**config.mk**
```make
export PLATFORM = sky130hd
export DESIGN_NAME = lcd_controller
export DESIGN_NICKNAME = d
export VERILOG_FILES = /design/src/rtl/lcd_pkg.sv /design/src/rtl/lcd_delay_timer.sv /design/src/rtl/lcd_controller.sv
export SDC_FILE = /design/constraint.sdc
export NUM_CORES = 1
export LEC_CHECK = 0
export CAP_MARGIN = 20
export CORE_MARGIN = 5
export CORE_UTILIZATION = 40
export CTS_BUF_LIST = sky130_fd_sc_hd__clkbuf_4 sky130_fd_sc_hd__clkbuf_8
export DETAILED_ROUTE_END_ITERATION = 10
export GPL_ROUTABILITY_DRIVEN = 0
export GPL_TIMING_DRIVEN = 0
export PLACE_DENSITY = 0.73
export SLEW_MARGIN = 20
export SYNTH_ARGS = -nofsm -noshare
export SYNTH_HDL_FRONTEND = slang
export SYNTH_SLANG_ARGS = --single-unit
export TNS_END_PERCENT = 100
```
**constraint.sdc**
```tcl
create_clock -name CLOCK_50 -period 2.2 [get_ports CLOCK_50]
set_input_delay 0.33 -clock CLOCK_50 [delete_from_list [all_inputs] [get_ports CLOCK_50]]
set_output_delay 0.33 -clock CLOCK_50 [all_outputs]
set_load 0.02 [all_outputs]
```
**src/rtl/lcd_pkg.sv**
```systemverilog
// Shared types, HD44780 command codes and the power-up command ROM for lcd_controller.
// The WRAP_LOAD state exists only when LCD_AUTOWRAP_EN is defined.
package lcd_pkg;

`ifdef LCD_AUTOWRAP_EN
  typedef enum logic [2:0] {
    PWR_WAIT, INIT_LOAD, SETUP, STROBE, EXEC_WAIT, IDLE, WRAP_LOAD
  } lcd_state_t;
`else
  typedef enum logic [2:0] {
    PWR_WAIT, INIT_LOAD, SETUP, STROBE, EXEC_WAIT, IDLE
  } lcd_state_t;
`endif

  localparam logic [7:0] LCD_CMD_FUNC_8BIT_2LINE = 8'h38;
  localparam logic [7:0] LCD_CMD_DISP_ON         = 8'h0C;
  localparam logic [7:0] LCD_CMD_CLEAR           = 8'h01;
  localparam logic [7:0] LCD_CMD_HOME            = 8'h02;
  localparam logic [7:0] LCD_CMD_ENTRY_INC       = 8'h06;
  localparam logic [7:0] LCD_CMD_LINE0           = 8'h80;
  localparam logic [7:0] LCD_CMD_LINE1           = 8'hC0;

  localparam logic [7:0] LCD_INIT_ROM [0:3] = '{
    LCD_CMD_FUNC_8BIT_2LINE, LCD_CMD_DISP_ON, LCD_CMD_CLEAR, LCD_CMD_ENTRY_INC
  };

  // Clear and home need the long execution time on the panel.
  function automatic logic lcd_is_long_cmd(input logic rs, input logic [7:0] data);
    return !rs && ((data == LCD_CMD_CLEAR) || (data == LCD_CMD_HOME));
  endfunction

endpackage

```
**src/rtl/lcd_delay_timer.sv**
```systemverilog
// Single down-counter delay timer: start loads a cycle count, done pulses on the last cycle.
// A load value of 0 behaves as 1 cycle; RST_VAL lets the first delay run straight out of reset.
module lcd_delay_timer #(
  parameter int unsigned W = 20,
  parameter logic [W-1:0] RST_VAL = '0
) (
  input  logic         clk,
  input  logic         rst,
  input  logic         start_i,
  input  logic [W-1:0] load_i,
  output logic         done_o
);

  logic [W-1:0] cnt_q;
  logic [W-1:0] cnt_d;

  always_comb begin
    cnt_d = cnt_q;
    if (start_i) begin
      cnt_d = (load_i == '0) ? W'(1) : load_i;
    end else if (cnt_q != '0) begin
      cnt_d = cnt_q - W'(1);
    end
  end

  always_ff @(posedge clk or posedge rst) begin
    if (rst) begin
      cnt_q <= (RST_VAL == '0) ? W'(1) : RST_VAL;
    end else begin
      cnt_q <= cnt_d;
    end
  end

  assign done_o = (cnt_q == W'(1));

endmodule

```
**src/rtl/lcd_controller.sv**
```systemverilog
// Write-only HD44780 sequencer: power-up wait, fixed init ROM, then host bytes over valid/ready.
// Define LCD_AUTOWRAP_EN to track the cursor and auto-issue line-change commands after column 15.
module lcd_controller
  import lcd_pkg::*;
#(
  parameter int unsigned POWERON_WAIT_CYCLES = 750000,
  parameter int unsigned SETUP_CYCLES        = 2,
  parameter int unsigned ENABLE_CYCLES       = 25,
  parameter int unsigned CMD_WAIT_CYCLES     = 2000,
  parameter int unsigned CLEAR_WAIT_CYCLES   = 82000
) (
  input  logic       CLOCK_50,
  input  logic       reset,
  input  logic       wr_valid,
  input  logic       wr_rs,
  input  logic [7:0] wr_data,
  output logic       wr_ready,
  output logic       init_done,
  output logic [7:0] LCD_DATA,
  output logic       LCD_RW,
  output logic       LCD_RS,
  output logic       LCD_EN,
  output logic       LCD_ON,
  output logic       LCD_BLON
);

  localparam int unsigned MAX_A = (POWERON_WAIT_CYCLES > CLEAR_WAIT_CYCLES) ?
                                  POWERON_WAIT_CYCLES : CLEAR_WAIT_CYCLES;
  localparam int unsigned MAX_B = (CMD_WAIT_CYCLES > ENABLE_CYCLES) ?
                                  CMD_WAIT_CYCLES : ENABLE_CYCLES;
  localparam int unsigned MAX_C = (MAX_A > MAX_B) ? MAX_A : MAX_B;
  localparam int unsigned MAX_P = (MAX_C > SETUP_CYCLES) ? MAX_C : SETUP_CYCLES;
  localparam int unsigned TMR_W = $clog2(MAX_P + 1);

  lcd_state_t       state_q, state_d;
  logic [7:0]       data_q, data_d;
  logic             rs_q, rs_d;
  logic             en_q, en_d;
  logic [1:0]       idx_q, idx_d;
  logic             init_done_q, init_done_d;
  logic             tmr_start;
  logic [TMR_W-1:0] tmr_load;
  logic             tmr_done;
`ifdef LCD_AUTOWRAP_EN
  logic [3:0]       col_q, col_d;
  logic             line_q, line_d;
  logic             wrap_q, wrap_d;
`endif

  lcd_delay_timer #(
    .W       (TMR_W),
    .RST_VAL (TMR_W'(POWERON_WAIT_CYCLES))
  ) u_timer (
    .clk     (CLOCK_50),
    .rst     (reset),
    .start_i (tmr_start),
    .load_i  (tmr_load),
    .done_o  (tmr_done)
  );

  always_comb begin
    state_d     = state_q;
    data_d      = data_q;
    rs_d        = rs_q;
    en_d        = en_q;
    idx_d       = idx_q;
    init_done_d = init_done_q;
    tmr_start   = 1'b0;
    tmr_load    = TMR_W'(SETUP_CYCLES);
`ifdef LCD_AUTOWRAP_EN
    col_d       = col_q;
    line_d      = line_q;
    wrap_d      = wrap_q;
`endif
    case (state_q)
      PWR_WAIT: begin
        if (tmr_done) begin
          state_d = INIT_LOAD;
          idx_d   = 2'd0;
        end
      end
      INIT_LOAD: begin
        data_d    = LCD_INIT_ROM[idx_q];
        rs_d      = 1'b0;
        tmr_start = 1'b1;
        state_d   = SETUP;
      end
      SETUP: begin
        if (tmr_done) begin
          en_d      = 1'b1;
          tmr_start = 1'b1;
          tmr_load  = TMR_W'(ENABLE_CYCLES);
          state_d   = STROBE;
        end
      end
      STROBE: begin
        if (tmr_done) begin
          en_d      = 1'b0;
          tmr_start = 1'b1;
          tmr_load  = lcd_is_long_cmd(rs_q, data_q) ? TMR_W'(CLEAR_WAIT_CYCLES)
                                                    : TMR_W'(CMD_WAIT_CYCLES);
          state_d   = EXEC_WAIT;
        end
      end
      EXEC_WAIT: begin
        if (tmr_done) begin
          if (!init_done_q) begin
            if (idx_q == 2'd3) begin
              init_done_d = 1'b1;
              state_d     = IDLE;
            end else begin
              idx_d   = idx_q + 2'd1;
              state_d = INIT_LOAD;
            end
`ifdef LCD_AUTOWRAP_EN
          end else if (wrap_q) begin
            state_d = WRAP_LOAD;
`endif
          end else begin
            state_d = IDLE;
          end
        end
      end
      IDLE: begin
        if (wr_valid && init_done_q) begin
          data_d    = wr_data;
          rs_d      = wr_rs;
          tmr_start = 1'b1;
          state_d   = SETUP;
`ifdef LCD_AUTOWRAP_EN
          // The wrap is decided on the column the character lands in.
          if (wr_rs) begin
            wrap_d = (col_q == 4'hF);
            col_d  = col_q + 4'd1;
          end else if (lcd_is_long_cmd(wr_rs, wr_data)) begin
            col_d  = 4'd0;
            line_d = 1'b0;
          end else if (wr_data[7]) begin
            col_d  = wr_data[3:0];
            line_d = wr_data[6];
          end
`endif
        end
      end
`ifdef LCD_AUTOWRAP_EN
      WRAP_LOAD: begin
        data_d    = line_q ? LCD_CMD_LINE0 : LCD_CMD_LINE1;
        rs_d      = 1'b0;
        line_d    = ~line_q;
        col_d     = 4'd0;
        wrap_d    = 1'b0;
        tmr_start = 1'b1;
        state_d   = SETUP;
      end
`endif
      default: state_d = PWR_WAIT;
    endcase
  end

  always_ff @(posedge CLOCK_50 or posedge reset) begin
    if (reset) begin
      state_q     <= PWR_WAIT;
      data_q      <= 8'h00;
      rs_q        <= 1'b0;
      en_q        <= 1'b0;
      idx_q       <= 2'd0;
      init_done_q <= 1'b0;
`ifdef LCD_AUTOWRAP_EN
      col_q       <= 4'd0;
      line_q      <= 1'b0;
      wrap_q      <= 1'b0;
`endif
    end else begin
      state_q     <= state_d;
      data_q      <= data_d;
      rs_q        <= rs_d;
      en_q        <= en_d;
      idx_q       <= idx_d;
      init_done_q <= init_done_d;
`ifdef LCD_AUTOWRAP_EN
      col_q       <= col_d;
      line_q      <= line_d;
      wrap_q      <= wrap_d;
`endif
    end
  end

  assign wr_ready  = (state_q == IDLE) && init_done_q;
  assign init_done = init_done_q;
  assign LCD_DATA  = data_q;
  assign LCD_RS    = rs_q;
  assign LCD_EN    = en_q;
  assign LCD_RW    = 1'b0;
  assign LCD_ON    = 1'b1;
  assign LCD_BLON  = 1'b1;

endmodule
```
==> results.txt <==
The clock-pin slew on the worst setup and hold paths came out at 0.07 ns. Wires add up to 4.31 mm. After the first detailed-routing iteration, the DRC count stood at 68.

The count of distinct cell types in the synthesized netlist is 43. The number of I/O port buffers came out at 23. The worst slack after detailed placement came out at -0.0700 ns. The core footprint came out at 0.00472 mm2. The number of global-route vias before repair came out at 1,572. Power spread over the standard cell area amounts to 482 mW/mm2. The sum of negative setup slack is 0 ns.

The number of pins exceeding their max-slew limit in the final report came to 0. The layout cell share with drive strength beyond 1 came out at 18.9%. Once detail routing completed, the nets flagged for antenna violations numbered 0. After synthesis, the cell types taking the most area are sky130_fd_sc_hd__dfrtp_1, sky130_fd_sc_hd__dfstp_2, sky130_fd_sc_hd__xnor2_1. For this run, the register share of the synthesized area comes to 47.0%.

Global routing used 14.7% of the available tracks. The period utilization is 98.6%. The die covers 0.00635 mm2. The smallest clock period supported by the final layout is computed as 2.17 ns. Headroom to the max-slew limit came out at 31.3%. The worst setup path is of the reg -> reg kind. The area of the multi-input gates came out at 0.00104 mm2. The routed length on met2 came out at 2.02 mm. The total instance count after detailed placement came out at 293. The clock latency reported for the late side of the worst-skew pair is 0.29 ns.

The final worst-path setup slack is 0.0305 ns. The detailed-route vias per instance came out at 5.23. After detailed routing, the wire length on met1 is 2.05 mm. After detailed routing, the average wire length per cell comes to 14.4 um. The initial core utilization is 41.1%. The register cell area after layout is 916 um2.

The top cell type's share of synthesized area is 33.5%. STA puts the critical path data required time at 2.42 ns. The placement row count is 25. The number of antenna violations at the first check in global routing was 0. The worst setup path is captured at a flop. The highest metal layer carrying signal wires in the routed design is met4. Summed over all nets, wire length on met3 after detailed routing comes to 189 um. The number of I/O pins came out at 27. The number of optimization iterations in the first detailed-route pass came out at 4. Once layout is complete, the cells apart from fillers number 300.

The vertical extent of the die is 79.7 um. On the final layout, the worst clock skew is 0.0101 ns. The antenna diode instance count came out at 0.

TritonCTS created 5 clock buffers. The synthesis-to-finish area growth came out at 25.2%. The CTS root buffer is sky130_fd_sc_hd__clkbuf_8. The flow ran to the end, and the final reports show no timing, DRC or antenna violations.

The number of storage elements in the synthesis netlist is 36. The total clock sinks came out at 36. The path type of the worst min-delay path is in -> async.

The aggregate global routing overflow is 0. The netlist area before placement came out at 0.00194 mm2. The total leakage power came out at 0.941 nW. At the pin with the least slew margin, the transition time is 1.02 ns. The largest fanout on the critical path is 6.

The worst endpoint data arrival time is 2.39 ns. The first global-routing pass estimated 7.31 mm of wire. The half-perimeter wire length of the detailed placement result came out at 3.09 mm. Setup repair after global routing could not meet its margin everywhere. The final setup violation count is 0. The worst setup path is launched from a flop. The H-tree depth reported by CTS came out at 2. The filler cell count came out at 443.

The number of max-cap violations came out at 0. TritonCTS built the clock tree. The number of endpoints with negative hold slack in the final report is 0. The count of vias placed by the detailed router came out at 1,568. The power consumption came out at 0.00117 W.

The largest net degree at the start of global routing came out at 37. The post-synthesis instance total is 202. The worst voltage drop across the vdd grid is 0.346 mV. From left edge to right edge, the die measures 79.7 um.

The buffer depth of the longest clock path is 2. The upper clock frequency limit came out at 461 MHz. The post-layout utilization of the core came out at 51.5%. The number of nets in the layout is 249. The synthesis warning total is 0. The post-detailed-route DRC marker count is 0. The mean post-synth cell area came out at 9.62 um2.

Of all cell types, the one taking the most synthesized area is sky130_fd_sc_hd__dfrtp_1.
-- stage by stage --
| stage | area [um2] | hold WS, ns |
|---|---|---|
| floorplan | 1950 | 0.463 |
| global placement | 2260 | 0.504 |
| detailed placement | 2260 | 0.514 |
| CTS | 2360 | 0.512 |
| global route | 2430 | 0.575 |
| finish | 2430 | 0.492 |
-- power by group --
group          leakage [nW]  total [W]  switching [W]  internal (W)
logic                 0.447  0.0000415      0.0000207     0.0000207
registers             0.446   0.000662              0      0.000662
clock network        0.0479   0.000470       0.000249      0.000221
-- registers in the layout (all words and copies together) (netlist names) --
| name | cells |
|---|---|
| u_timer.cnt_q | 20 |
| LCD_DATA | 8 |
| state_q | 3 |
| idx_q | 2 |
| LCD_EN | 1 |
| LCD_RS | 1 |
| init_done | 1 |
-- what timing repair did --
item | in CTS | in global routing
hold buffers | 0 | 0
endpoints found under the setup margin | 10 | 21
hold endpoints to repair | 0 | 0
buffers inserted | 0 | 1
pin swaps | 0 | 1
resized for setup | 2 | 16
gates cloned | 0 | 0
-- critical path: stages, from the launching register on --
cell,delay [ns]
sky130_fd_sc_hd__dfrtp_2,0.46
sky130_fd_sc_hd__or4_4,0.53
sky130_fd_sc_hd__or4b_4,0.50
sky130_fd_sc_hd__or4_4,0.49
sky130_fd_sc_hd__a21oi_2,0.12
-- area by class of cell --
cell class / count / area share, %
timing repair buffer: 24 / 9.77
clock inverter: 3 / 0.772
clock buffer: 5 / 2.83
sequential: 36 / 37.7
multi-input combinational: 151 / 42.7
inverter: 8 / 1.23
buffer: 6 / 1.59
tap: 67 / 3.45
-- layout by cell type, fill, tap and decap left out, types with 2 or more instances in the layout --
| cell type | netlist | routed |
|---|---|---|
| sky130_fd_sc_hd__clkinv_2 | 0 | 2 |
| sky130_fd_sc_hd__o31ai_1 | 2 | 2 |
| sky130_fd_sc_hd__a22o_1 | 3 | 3 |
| sky130_fd_sc_hd__mux2i_1 | 3 | 3 |
| sky130_fd_sc_hd__nor4_1 | 13 | 9 |
| sky130_fd_sc_hd__and4_1 | 2 | 2 |
| sky130_fd_sc_hd__nand3_1 | 6 | 6 |
| sky130_fd_sc_hd__xnor2_1 | 13 | 13 |
| sky130_fd_sc_hd__nor4_2 | 1 | 2 |
| sky130_fd_sc_hd__and3_1 | 2 | 2 |
| sky130_fd_sc_hd__or4_4 | 1 | 2 |
| sky130_fd_sc_hd__dfrtp_1 | 26 | 24 |
| sky130_fd_sc_hd__a21oi_1 | 7 | 6 |
| sky130_fd_sc_hd__ha_1 | 5 | 5 |
| sky130_fd_sc_hd__clkdlybuf4s50_1 | 0 | 23 |
| sky130_fd_sc_hd__o21ai_0 | 21 | 21 |
| sky130_fd_sc_hd__nand2_1 | 14 | 13 |
| sky130_fd_sc_hd__nand2b_1 | 3 | 2 |
| sky130_fd_sc_hd__o22ai_1 | 3 | 3 |
| sky130_fd_sc_hd__nor2b_1 | 2 | 2 |
| sky130_fd_sc_hd__xor2_1 | 4 | 4 |
| sky130_fd_sc_hd__buf_4 | 4 | 5 |
| sky130_fd_sc_hd__dfstp_2 | 10 | 10 |
| sky130_fd_sc_hd__nand3b_1 | 2 | 2 |
| sky130_fd_sc_hd__nor4_4 | 0 | 3 |
| sky130_fd_sc_hd__conb_1 | 2 | 3 |
| sky130_fd_sc_hd__inv_1 | 8 | 7 |
| sky130_fd_sc_hd__dfrtp_2 | 0 | 2 |
| sky130_fd_sc_hd__nor2_1 | 18 | 18 |
| sky130_fd_sc_hd__clkbuf_8 | 0 | 5 |
| sky130_fd_sc_hd__nor3_1 | 5 | 4 |
-- per-layer routing --
metal / up-vias / GRT usage (%)
met5: - / 0
met4: 0 / 4.30
met3: 5 / 4.06
met2: 28 / 23.6
met1: 758 / 19.2
li1: 777 / -
-- cells in the mapped netlist --
cell / instances
sky130_fd_sc_hd__o21ai_0: 21
sky130_fd_sc_hd__nand4_1: 1
sky130_fd_sc_hd__o211a_1: 1
sky130_fd_sc_hd__a21oi_1: 7
sky130_fd_sc_hd__nor3_1: 5
sky130_fd_sc_hd__nand3b_1: 2
sky130_fd_sc_hd__nor3b_1: 1
sky130_fd_sc_hd__a22o_1: 3
sky130_fd_sc_hd__o31a_1: 1
sky130_fd_sc_hd__nand3_1: 6
sky130_fd_sc_hd__buf_4: 4
sky130_fd_sc_hd__or3_1: 1
sky130_fd_sc_hd__or4_4: 1
sky130_fd_sc_hd__a21o_1: 1
sky130_fd_sc_hd__nor4_1: 13
sky130_fd_sc_hd__or2_2: 1
sky130_fd_sc_hd__ha_1: 5
sky130_fd_sc_hd__mux2i_1: 3
sky130_fd_sc_hd__conb_1: 2
sky130_fd_sc_hd__a21boi_0: 1
sky130_fd_sc_hd__or4_1: 2
sky130_fd_sc_hd__nor4_2: 1
sky130_fd_sc_hd__dfstp_2: 10
sky130_fd_sc_hd__nor2b_1: 2
sky130_fd_sc_hd__a221o_1: 1
sky130_fd_sc_hd__o31ai_1: 2
sky130_fd_sc_hd__clkbuf_1: 4
sky130_fd_sc_hd__dfrtp_1: 26
sky130_fd_sc_hd__and4_1: 2
sky130_fd_sc_hd__and3b_1: 1
sky130_fd_sc_hd__nand2_1: 14
sky130_fd_sc_hd__a211oi_1: 1
sky130_fd_sc_hd__o22ai_1: 3
sky130_fd_sc_hd__inv_1: 8
sky130_fd_sc_hd__xor2_1: 4
sky130_fd_sc_hd__a31o_2: 1
sky130_fd_sc_hd__nand2b_1: 3
sky130_fd_sc_hd__nor4b_1: 2
sky130_fd_sc_hd__or3_2: 1
sky130_fd_sc_hd__and3_1: 2
sky130_fd_sc_hd__xnor2_1: 13
sky130_fd_sc_hd__or4b_4: 1
sky130_fd_sc_hd__nor2_1: 18
-- worst paths after layout --
check	start	cells past startpoint	slack [ns]	end
max	u_timer.cnt_q[10]$_DFFE_PP0P_	4	0.03	u_timer.cnt_q[18]$_DFFE_PP0P_
min	reset	2	0.49	u_timer.cnt_q[15]$_DFFE_PP0P_
max reg2reg	u_timer.cnt_q[10]$_DFFE_PP0P_	4	0.03	u_timer.cnt_q[18]$_DFFE_PP0P_
min reg2reg	LCD_DATA[4]$_DFFE_PP0P_	2	0.53	LCD_DATA[4]$_DFFE_PP0P_
max in group asynchronous	reset	2	1.18	state_q[0]$_DFFE_PP0P_
min in group CLOCK_50	LCD_DATA[4]$_DFFE_PP0P_	2	0.53	LCD_DATA[4]$_DFFE_PP0P_
-- cells by family after synthesis --
family | count (synthesis) | share of synthesized area [%]
buf+inv | 16 | 3.86
fa+ha+maj | 5 | 3.22
flops | 36 | 47.0
other cells | 2 | 0.386
mux | 3 | 1.55
compound gates | 43 | 13.4
simple gates | 80 | 22.9
xor+xnor | 17 | 7.66
Power figures use the tool's default switching activity.
==> variant: new RTL, same settings <==
Encoding of `lcd_state_t`: now one-hot (6 bits for 6 states).
--- a/src/rtl/lcd_pkg.sv
+++ b/src/rtl/lcd_pkg.sv
@@ -8,6 +8,6 @@
   } lcd_state_t;
 `else
-  typedef enum logic [2:0] {
-    PWR_WAIT, INIT_LOAD, SETUP, STROBE, EXEC_WAIT, IDLE
+  typedef enum logic [5:0] {
+    PWR_WAIT = 6'b000001, INIT_LOAD = 6'b000010, SETUP = 6'b000100, STROBE = 6'b001000, EXEC_WAIT = 6'b010000, IDLE = 6'b100000
   } lcd_state_t;
 `endif
Behaviour: same outputs for any inputs over 10 cycles, from zero or initial values and one cycle with reset high; not proved beyond that.
==> variant against the original RTL <==
- global-route usage is 0.64 points higher
- setup slack better by 0.055 ns
- non-clock buffer count is 5 higher
- design area is 21% higher
- synthesized area is 18% higher
- wire length is 27% higher
- sequential cell count is 3 higher
- total power is 28% higher
==> variant: results (changes against the original RTL) <==
CTS
  • Post-CTS Setup Repair Bufs: 1 (+1)
  • Clock-pin slew on the worst setup and hold paths: roughly 0.08 ns
  • H-tree depth: 2 (unchanged)
  • Clk root buf: clkbuf_8
  • Post-cts resize count: 9 (+7)
  • Max clock buf depth: 2 (unchanged)
  • CTS Buf Count: 5 (unchanged)
  • Later-pin clock latency in the skew report: around 0.30 ns

Synth
  • Synth Area in Compound Gates: 15.2% (+1.8 points)
  • Post-synthesis mux area share: 2.18% (+0.63 points)
  • Ranking of synthesized cells by area: dfrtp_1 30%, dfstp_2 13%, nor2_1 4.9%, nand2_1 3.8%, a21oi_1 3.7%
  • Sequential area share after synthesis: 43.0% (-4.0 points)
  • YS warnings: 0 (unchanged)
  • Synth unique cells: 55 (+28%)
  • Xor/xnor cell area share of the yosys netlist: 5.33% (-2.3 points)
  • Top cells by count, synth: 30 x nor2_1, 28 x dfrtp_1, 23 x nand2_1
  • Asr flop ratio synth: 100% (unchanged)
  • Post-Synth Adder-Cell Area: 2.72% (-0.50 points)

Cells and area
  • Share of cells above drive strength 1: 19.3% (+0.41 points)
  • # diodes: 0 (unchanged)
  • Max reg flops: 20 (unchanged)
  • Fillcell total: 506 (+14%)
  • Nets: 301 (+21%)
  • Most flop-heavy register: u_timer.cnt_q

Detailed routing
  • Vias: 2032 (+30%)
  • Met1 WL: 2.43 mm (+18%)
  • Met3 wire length: 191 um (+1.1%)
  • Routed met2 length: 2.73 mm (+35%)
  • First-pass iteration count of the detailed router: 4 (unchanged)
  • Initial drt markers: 107 (+57%)
  • Routed WL: 5.45 mm (+27%)
  • Max layer used: met4

Global route
  • Global-route wire length before repair: 9.11 mm (+25%)
  • GR Util met1: 19.3% (+0.095 points)
  • Global Route Usage Sum: 15.3% (+0.64 points)
  • Pin count of the biggest net entering global routing: 22 (-41%)
  • Met3 Resource Use GR: 2.59% (-1.5 points)
  • M2 GR Usage: 26.2% (+2.6 points)
  • Busiest grt layer: met2
  • Initial antenna violation count: 0 (unchanged)

Power
  • Lkg Pwr: 0.00109 uW (+16%)
  • VDD IR max: 0.000292 V (-16%)

Worst setup path
  • Crit path capture: u_timer.cnt_q[0]
  • Worst R2R Setup Slack: 0.09 ns (+0.06 ns)
  • R2R Path Start: state_q[4]
  • Crit Path Class: reg -> reg
  • Reg2reg path depth: 6 (+2)
  • Crit Path Max Fanout: 10 (+4)
  • Worst EP arrival: 2.33 ns (-0.06 ns)

Placement
  • Pre-CTS worst setup slack: -0.265 ns (-0.195 ns)
  • Port-buffer cells: 23 (unchanged)
  • Hpwl dp: 3.84 mm (+24%)

Hold path
  • Hold WC Path Type: in -> async

STA
  • Max Clock Freq: 0.473 GHz (+2.6%)
  • Skew final: 0.0111 ns (+0.000926 ns)
  • Slew HR: 60.9% (+30 points)

Outcome
  • Status: completed
==> variant: cell types whose count changed in the layout (fill, tap and decap cells not counted), sizes merged, moves of 3 or more <==
cell / before / now
a21oi: 7 / 18
buf: 5 / 9
clkinv: 3 / 0
inv: 8 / 5
nand2: 14 / 23
nand4: 1 / 5
nor2: 18 / 31
nor3: 5 / 8
nor4: 14 / 11
o21ai: 21 / 18
xnor2: 13 / 7
xor2: 4 / 7
==> variant: kinds of logic after synthesis <==
logic type | Yosys count
AO/OA/AOI/OAI | 56
XOR/XNOR | 14
adder cells (fa/ha/maj) | 5
buffers and inverters | 13
flip-flops | 39
multiplexers | 5
other | 2
AND/OR/NAND/NOR | 115
==> variant: worst max-delay path, cell delays in order, from the launching register on <==
cell	delay, ns
dfrtp_1	0.46
or4_1	0.58
nor2_2	0.30
a41o_1	0.24
buf_4	0.21
nor2_4	0.09
a21oi_1	0.16
==> variant: final cells by class <==
type / instances / area (um^2) / area share [%]
buffer: 7 / 41.3 / 1.40
clock buffer: 6 / 76.3 / 2.59
clock inverter: 2 / 60.1 / 2.04
inverter: 5 / 18.8 / 0.638
multi-input combinational: 198 / 1380 / 46.9
sequential: 39 / 990 / 33.6
tap: 72 / 90.1 / 3.06
timing repair buffer: 28 / 287 / 9.74
==> variant: metrics by stage <==
| stage | cells | instance area, um^2 | hold slack [ns] |
|---|---|---|---|
| 2_1_floorplan | 250 | 2300 | 0.463 |
| 3_3_place_gp | 345 | 2630 | 0.489 |
| 3_5_place_dp | 346 | 2650 | 0.494 |
| 4_1_cts | 355 | 2850 | 0.390 |
| 5_1_grt | 357 | 2940 | 0.430 |
| 6_report | 357 | 2940 | 0.369 |
==> variant: power by group <==
group	internal, uW	switching [uW]
sequential	717	0
clock	466	261
combinational	27.3	24.2
